<file path="src/rtl/code_lock_pkg.sv">
// Shared state encoding, display glyphs and press-decoding helpers for the code lock.
package code_lock_pkg;

    typedef logic [1:0] state_t;

    localparam state_t ST_ENTRY   = 2'd0;
    localparam state_t ST_OPEN    = 2'd1;
    localparam state_t ST_PROGRAM = 2'd2;
    localparam state_t ST_LOCKOUT = 2'd3;

    localparam logic [6:0] SEG_LOCK = 7'b1110001;
    localparam logic [6:0] SEG_OPEN = 7'b1000001;
    localparam logic [6:0] SEG_PROG = 7'b0011000;
    localparam logic [6:0] SEG_OUT  = 7'b0000001;

    typedef struct packed {
        logic       valid;
        logic [3:0] idx;
    } onehot_t;

    // valid only when exactly one bit is set; idx is then that bit's position
    function automatic onehot_t onehot_idx(input logic [15:0] vec);
        onehot_t     res;
        int unsigned n_set;
        res   = '0;
        n_set = 0;
        for (int i = 0; i < 16; i++) begin
            if (vec[i]) begin
                n_set   = n_set + 1;
                res.idx = 4'(i);
            end
        end
        res.valid = (n_set == 1);
        return res;
    endfunction

    function automatic logic [6:0] state_glyph(input state_t st);
        logic [6:0] seg;
        case (st)
            ST_OPEN:    seg = SEG_OPEN;
            ST_PROGRAM: seg = SEG_PROG;
            ST_LOCKOUT: seg = SEG_OUT;
            default:    seg = SEG_LOCK;
        endcase
        return seg;
    endfunction

endpackage

</file>
<file path="src/rtl/btn_edge.sv">
// Per-button two-flop synchronizer followed by a single-cycle rising-edge pulse.
module btn_edge (
    input  logic i_clk,
    input  logic i_rst,
    input  logic i_btn,
    output logic o_press
);

    logic r_meta;
    logic r_sync;
    logic r_prev;

    always_ff @(posedge i_clk) begin
        if (i_rst) begin
            r_meta <= 1'b0;
            r_sync <= 1'b0;
            r_prev <= 1'b0;
        end else begin
            r_meta <= i_btn;
            r_sync <= r_meta;
            r_prev <= r_sync;
        end
    end

    assign o_press = r_sync & ~r_prev;

endmodule

</file>
<file path="src/rtl/code_lock_ctrl.sv">
// Sequence code lock: button entry, wrong-try lockout, entry timeout and in-place reprogramming.
module code_lock_ctrl #(
    parameter int unsigned N_BTN       = 4,
    parameter int unsigned CODE_LEN    = 4,
    parameter logic [CODE_LEN*$clog2(N_BTN)-1:0] DEFAULT_CODE = {2'd0, 2'd1, 2'd2, 2'd3},
    parameter int unsigned MAX_TRIES   = 3,
    parameter int unsigned LOCKOUT_CYC = 100_000_000,
    parameter int unsigned TIMEOUT_CYC = 500_000_000
) (
    input  logic                              i_clk,
    input  logic                              i_rst,
    input  logic [N_BTN-1:0]                  i_btn,
    input  logic                              i_lock_cmd,
    input  logic                              i_prog_req,
    output logic                              o_unlocked,
    output logic                              o_locked_out,
    output logic                              o_fail,
    output logic [$clog2(CODE_LEN+1)-1:0]     o_digit_cnt,
    output logic [3:0]                        o_tries_left,
    output logic [6:0]                        o_segment
);
    import code_lock_pkg::*;

    localparam int unsigned IDX_W  = $clog2(N_BTN);
    localparam int unsigned CNT_W  = $clog2(CODE_LEN + 1);
    localparam int unsigned CIDX_W = (CODE_LEN > 1) ? $clog2(CODE_LEN) : 1;
    localparam logic [CNT_W-1:0] LAST_DIGIT = CNT_W'(CODE_LEN - 1);

    logic [N_BTN-1:0] w_press;
    logic [15:0]      w_press_ext;
    onehot_t          w_oh;
    logic             w_press_any;
    logic             w_digit_ok;
    logic [CIDX_W-1:0] w_cnt_idx;
    logic             w_unused_idx;

    state_t           r_state, w_state_d;
    logic [CNT_W-1:0] r_cnt, w_cnt_d;
    logic             r_err, w_err_d;
    logic [3:0]       r_tries, w_tries_d;
    logic [31:0]      r_tmr, w_tmr_d;
    logic [31:0]      r_idle, w_idle_d;
    logic             r_fail, w_fail_d;
    logic [6:0]       r_segment;
    logic [IDX_W-1:0] r_code   [CODE_LEN];
    logic [IDX_W-1:0] w_code_d [CODE_LEN];
    logic [IDX_W-1:0] r_shadow [CODE_LEN];
    logic [IDX_W-1:0] w_shadow_d [CODE_LEN];

    for (genvar g = 0; g < N_BTN; g++) begin : g_btn
        btn_edge u_btn_edge (
            .i_clk   (i_clk),
            .i_rst   (i_rst),
            .i_btn   (i_btn[g]),
            .o_press (w_press[g])
        );
    end

    always_comb begin
        w_press_ext              = '0;
        w_press_ext[N_BTN-1:0]   = w_press;
    end

    assign w_oh         = onehot_idx(w_press_ext);
    assign w_press_any  = |w_press;
    assign w_cnt_idx    = r_cnt[CIDX_W-1:0];
    // A multi-button press never matches, so it always marks the attempt wrong.
    assign w_digit_ok   = w_oh.valid && (w_oh.idx[IDX_W-1:0] == r_code[w_cnt_idx]);
    assign w_unused_idx = ^w_oh.idx;

    always_comb begin
        w_state_d  = r_state;
        w_cnt_d    = r_cnt;
        w_err_d    = r_err;
        w_tries_d  = r_tries;
        w_tmr_d    = r_tmr;
        w_idle_d   = r_idle;
        w_fail_d   = 1'b0;
        w_code_d   = r_code;
        w_shadow_d = r_shadow;

        case (r_state)
            ST_ENTRY: begin
                if (w_press_any) begin
                    w_idle_d = '0;
                    if (r_cnt == LAST_DIGIT) begin
                        w_cnt_d = '0;
                        w_err_d = 1'b0;
                        if (r_err || !w_digit_ok) begin
                            w_fail_d  = 1'b1;
                            w_tries_d = r_tries - 4'd1;
                            if (r_tries == 4'd1) begin
                                w_state_d = ST_LOCKOUT;
                                w_tmr_d   = LOCKOUT_CYC - 1;
                            end
                        end else begin
                            w_state_d = ST_OPEN;
                            w_tries_d = 4'(MAX_TRIES);
                        end
                    end else begin
                        w_cnt_d = r_cnt + CNT_W'(1);
                        w_err_d = r_err | ~w_digit_ok;
                    end
                end else if (r_cnt != '0) begin
                    if (r_idle == TIMEOUT_CYC - 1) begin
                        w_cnt_d  = '0;
                        w_err_d  = 1'b0;
                        w_idle_d = '0;
                    end else begin
                        w_idle_d = r_idle + 32'd1;
                    end
                end
            end
            ST_OPEN: begin
                if (i_lock_cmd) begin
                    w_state_d = ST_ENTRY;
                    w_cnt_d   = '0;
                    w_err_d   = 1'b0;
                end else if (i_prog_req) begin
                    w_state_d  = ST_PROGRAM;
                    w_cnt_d    = '0;
                    w_shadow_d = r_code;
                end
            end
            ST_PROGRAM: begin
                // Abort restores the code captured on entry, discarding partial writes.
                if (i_lock_cmd) begin
                    w_state_d = ST_ENTRY;
                    w_code_d  = r_shadow;
                    w_cnt_d   = '0;
                    w_err_d   = 1'b0;
                end else if (w_oh.valid) begin
                    w_code_d[w_cnt_idx] = w_oh.idx[IDX_W-1:0];
                    if (r_cnt == LAST_DIGIT) begin
                        w_cnt_d   = '0;
                        w_state_d = ST_OPEN;
                    end else begin
                        w_cnt_d = r_cnt + CNT_W'(1);
                    end
                end
            end
            ST_LOCKOUT: begin
                if (r_tmr == '0) begin
                    w_state_d = ST_ENTRY;
                    w_tries_d = 4'(MAX_TRIES);
                end else begin
                    w_tmr_d = r_tmr - 32'd1;
                end
            end
            default: w_state_d = ST_ENTRY;
        endcase
    end

    always_ff @(posedge i_clk) begin
        if (i_rst) begin
            r_state   <= ST_ENTRY;
            r_cnt     <= '0;
            r_err     <= 1'b0;
            r_tries   <= 4'(MAX_TRIES);
            r_tmr     <= '0;
            r_idle    <= '0;
            r_fail    <= 1'b0;
            r_segment <= SEG_LOCK;
            for (int i = 0; i < CODE_LEN; i++) begin
                r_code[i]   <= DEFAULT_CODE[i*IDX_W +: IDX_W];
                r_shadow[i] <= DEFAULT_CODE[i*IDX_W +: IDX_W];
            end
        end else begin
            r_state   <= w_state_d;
            r_cnt     <= w_cnt_d;
            r_err     <= w_err_d;
            r_tries   <= w_tries_d;
            r_tmr     <= w_tmr_d;
            r_idle    <= w_idle_d;
            r_fail    <= w_fail_d;
            r_segment <= state_glyph(w_state_d);
            r_code    <= w_code_d;
            r_shadow  <= w_shadow_d;
        end
    end

    assign o_unlocked   = (r_state == ST_OPEN) || (r_state == ST_PROGRAM);
    assign o_locked_out = (r_state == ST_LOCKOUT);
    assign o_fail       = r_fail;
    assign o_digit_cnt  = r_cnt;
    assign o_tries_left = r_tries;
    assign o_segment    = r_segment;

endmodule

</file>
<file path="config.mk">
export PLATFORM = sky130hd
export DESIGN_NAME = code_lock_ctrl
export DESIGN_NICKNAME = d
export VERILOG_FILES = /design/src/rtl/code_lock_pkg.sv /design/src/rtl/btn_edge.sv /design/src/rtl/code_lock_ctrl.sv
export SDC_FILE = /design/constraint.sdc
export NUM_CORES = 1
export LEC_CHECK = 0
export CAP_MARGIN = 20
export CORE_MARGIN = 2
export CORE_UTILIZATION = 28
export CTS_CLUSTER_SIZE = 10
export DETAILED_ROUTE_END_ITERATION = 16
export PLACE_DENSITY = 0.46
export SYNTH_ARGS = -nofsm -noshare
export SYNTH_HDL_FRONTEND = slang
export SYNTH_HIERARCHICAL = 1
export SYNTH_SLANG_ARGS = --single-unit
</file>
<file path="constraint.sdc">
create_clock -name i_clk -period 4.35 [get_ports i_clk]
set_input_delay 1.305 -clock i_clk [delete_from_list [all_inputs] [get_ports i_clk]]
set_output_delay 1.305 -clock i_clk [all_outputs]
set_load 0.02 [all_outputs]
</file>
==> flow_summary.ini <==
[grt]
grt.total_usage_pct = 13.35
grt_first_pass_wirelength_um = 21960
grt_max_degree = 53
number_of_antenna_violations_at_the_first_check_in_global_routing = 0
overflow = 0
via_count_of_the_first_global_routing_pass = 4293

[clocking]
post-cts-setup-buffers = 0
clkSinkCount = 108
cts_buffers = 9
clkSlewWorstSetupHoldPaths_ns = 0.07
tritoncts = built
ctsResizeCount = 0
cts_hold_repair.buffers = 0
cts-root-buf = clkbuf_16
cts_htree_levels = 3
worstSkewPairLatency_ns = 0.36
maximum_buffer_depth_of_the_clock_tree = 2

[critical_path]
cp_slowest_cell = a2111oi_0
critical_path_cell_by_cell = nor2b_2 -> inv_1 -> ha_1 -> xor2_1 -> ha_1 -> or2_2 -> mux4_2 -> a2111oi_0 -> o31a_1 -> nor2_1 -> a21o_1 -> a21oi_1
crit_path_max_incr_delay_ns = 0.56
setup.reg_to_reg.worst_slack_ns = 0.48
worstPathBufferInverterCount = 1
cp_data_arrival_time_ns = 4.15
critical_path.top_delay_family = compound AO/OA/AOI/OAI gates
worst_ep_required_time_ns = 4.63
path_max_fanout = 13
critical_path.reg2reg.startpoint = g_btn[1].u_btn_edge/r_sync
timing.critical_path.from = g_btn[1].u_btn_edge/r_sync
endpoint_kind = flip-flop
timing.critical_path.from_type = flip-flop
cp_common_cell = ha_1
worst-setup-path-type = flip-flop to flip-flop

[finish]
layout.nets = 669
diodes = 0
fillers = 2047
final_area_um2 = 6297
area_growth_syn_to_layout_pct = 14.41
post_route_cells_drive_above_1_share_pct = 8.769

[power_and_ir_drop]
p_clk_share_pct = 44.2
netSwitchingPower_uw = 485.4
ir_drop_v = 0.0002020
power_frac_seq_pct = 48.9
p_sw_share_pct = 23.51
power_density_cells_nw_per_um2 = 327.9
standby_leakage_power_uw = 0.002212
intPower_uw = 1579
p_comb_share_pct = 6.9

[place]
placedInstanceArea_um2 = 5943
numPortBuffers = 22
place_worst_setup_slack_ns = 0.5437
dp.final_hpwl_um = 8933
place_congestion = 0.7463

[detailed_routing]
routed_wirelength_um = 13040
drt_pass1_iterations = 5
post_drt_via_cell_ratio = 5.019
detailroute.via_count = 4592
routed_wire_length_per_instance_um = 14.25
detail_route.drc_violations = 0
first_iter_violations = 298
antenna_violating_nets_post_route = 0

[timing]
slew_headroom_pct = 46.53
unrepaired_setup_endpoints_after_global_routing = no
fin_crit_ns = 3.875
fin_worst_skew_ns = 0.008512
tns_ns = 0
worst_slew_pin_slew_ns = 0.7996
fin_crit_sh_pct = 89.08
slew_viol_final = 0
finalSetupViolations = 0
max_freq_ghz = 0.2581
final.setup.worst_slack_ns = 0.4751
report.final.hold_viol_count = 0

[synthesis]
synthDistinctLibCells = 62
avgSynthCellArea_um2 = 8.641
seq_area_frac_synth_pct = 39.28
yosys_most_used_dff = dfxtp_1
yosysWarningCount = 6
async_reset_ff_share_pct = 0
postSynthRegisterBits = 108
synth_edf_count = 0
netlist_instances = 637
syn_std_cell_area_um2 = 5504

[hold_path]
hold_path.class = flip-flop to flip-flop
hp-start = g_btn[2].u_btn_edge/r_meta

[die]
chipHeight_um = 144.2
die_x_um = 144.2
initial_core_util_pct = 28.37
number_of_placement_rows = 51
top_level_ports = 25
floorplan.die_area_um2 = 20800
placeableCoreArea_um2 = 19400

[status]
status = finished, final reports clean

[run]
maxCapViolations = 0
==> synthesized netlist by cell type, types with 3 or more instances <==
| cell | n | area share [%] |
|---|---|---|
| buf_6 | 3 | 0.61 |
| nor3_1 | 18 | 1.6 |
| or4_1 | 10 | 1.4 |
| or2_2 | 6 | 0.68 |
| or3_1 | 16 | 1.8 |
| inv_1 | 22 | 1.5 |
| ha_1 | 16 | 3.6 |
| and2_1 | 5 | 0.57 |
| a311oi_1 | 7 | 1.1 |
| or4b_2 | 3 | 0.55 |
| nor2_1 | 65 | 4.4 |
| clkbuf_1 | 24 | 1.6 |
| a21oi_1 | 38 | 3.5 |
| nor2b_1 | 15 | 1.7 |
| nand2b_1 | 19 | 2.2 |
| a221oi_1 | 6 | 0.95 |
| a311oi_2 | 8 | 2.2 |
| o21ai_0 | 34 | 3.1 |
| xnor2_1 | 12 | 1.9 |
| xor2_1 | 19 | 3.0 |
| and4_1 | 3 | 0.48 |
| o31ai_1 | 5 | 0.68 |
| a221o_1 | 4 | 0.73 |
| and3_1 | 6 | 0.68 |
| nand4_1 | 9 | 1.0 |
| buf_2 | 5 | 0.45 |
| nand4b_1 | 3 | 0.48 |
| mux4_2 | 3 | 1.2 |
| a31oi_1 | 3 | 0.34 |
| nand3_1 | 20 | 1.8 |
| nor2b_2 | 4 | 0.64 |
| o21a_1 | 5 | 0.68 |
| mux2i_1 | 12 | 2.2 |
| dfxtp_1 | 108 | 39 |
| nand2_1 | 49 | 3.3 |
| nor4_1 | 9 | 1.0 |
| nor3b_1 | 5 | 0.68 |
| a32o_1 | 4 | 0.73 |
==> worst reg2reg max path: cells and delay by family (launching register included) <==
family / cells / cell delay, ns
fa+ha+maj: 2 / 0.63
flops: 1 / 0.32
mux: 1 / 0.48
xor+xnor: 1 / 0.18
buf+inv: 1 / 0.09
compound gates: 4 / 1.53
simple gates: 3 / 0.59
==> cells in the final DEF (no fill, tap or decap), drive strengths merged, types with 15 or more instances in the layout <==
cell type      instances
dfxtp                108
nor2                  65
nand2                 49
a21oi                 38
o21ai                 34
inv                   23
clkdlybuf4s50         21
nand3                 20
nor2b                 20
xor2                  19
nand2b                19
nor3                  18
or3                   16
ha                    16
a311oi                15
==> cell type report <==
cell class	instances	area, µm²	area share, %
Multi-Input combinational cell	473	3095	49.16
Sequential cell	108	2162	34.33
Tap cell	265	331.6	5.265
Timing Repair Buffer	30	295.3	4.689
Clock buffer	11	242.7	3.855
Inverter	23	86.33	1.371
Clock inverter	5	83.83	1.331
==> metal layers <==
metal  share of wire [%]  up-vias  global-route usage (%)
li1                    -     2310                       -
met4                 1.8        0                   6.285
met3                 3.6       17                   2.351
met2                  45       89                   19.80
met1                  50     2176                   18.78
met5                   0        -                       0
==> power by group through the flow <==
stage	Sequential [µW]	Clock, µW	Combinational, µW
floorplan	1030	0	95.2
global route	1010	983	158
CTS	1010	952	137
detailed placement	1030	0	136
finish	1010	913	142
global placement	1030	0	134
==> flip-flops by register name, indices dropped and copies added, names as in the netlist <==
signal                   count
g_btn.u_btn_edge/r_sync      4
r_code                       8
o_fail                       1
o_digit_cnt                  3
r_state                      2
g_btn.u_btn_edge/r_prev      4
o_segment                    5
r_tmr                       32
r_err                        1
o_tries_left                 4
g_btn.u_btn_edge/r_meta      4
r_shadow                     8
r_idle                      32
==> final timing paths <==
| kind | end | cells past startpoint |
|---|---|---|
| max | r_tmr[8] | 12 |
| min | g_btn[2].u_btn_edge/r_sync | 1 |
| max reg2reg | r_tmr[8] | 12 |
| min reg2reg | g_btn[2].u_btn_edge/r_sync | 1 |
==> stage by stage <==
stage | std cells | hold slack [ns] | util [%] | total power, µW
global placement | 898 | 0.4182 | 30.64 | 1168
finish | 915 | 0.4460 | 32.46 | 2065
global route | 915 | 0.4603 | 32.46 | 2153
detailed placement | 898 | 0.4322 | 30.64 | 1169
CTS | 914 | 0.4493 | 32.32 | 2099
floorplan | 638 | 0.4138 | - | 1128
==> logic make-up after synthesis <==
family / synth area share, %
AO/OA/AOI/OAI: 17.46
XOR/XNOR: 4.933
adder cells (fa/ha/maj): 3.637
buffers and inverters: 4.546
flip-flops: 39.28
multiplexers: 3.410
other: 0.06813
AND/OR/NAND/NOR: 26.67
Note: power is estimated with default switching activity, not from simulation.
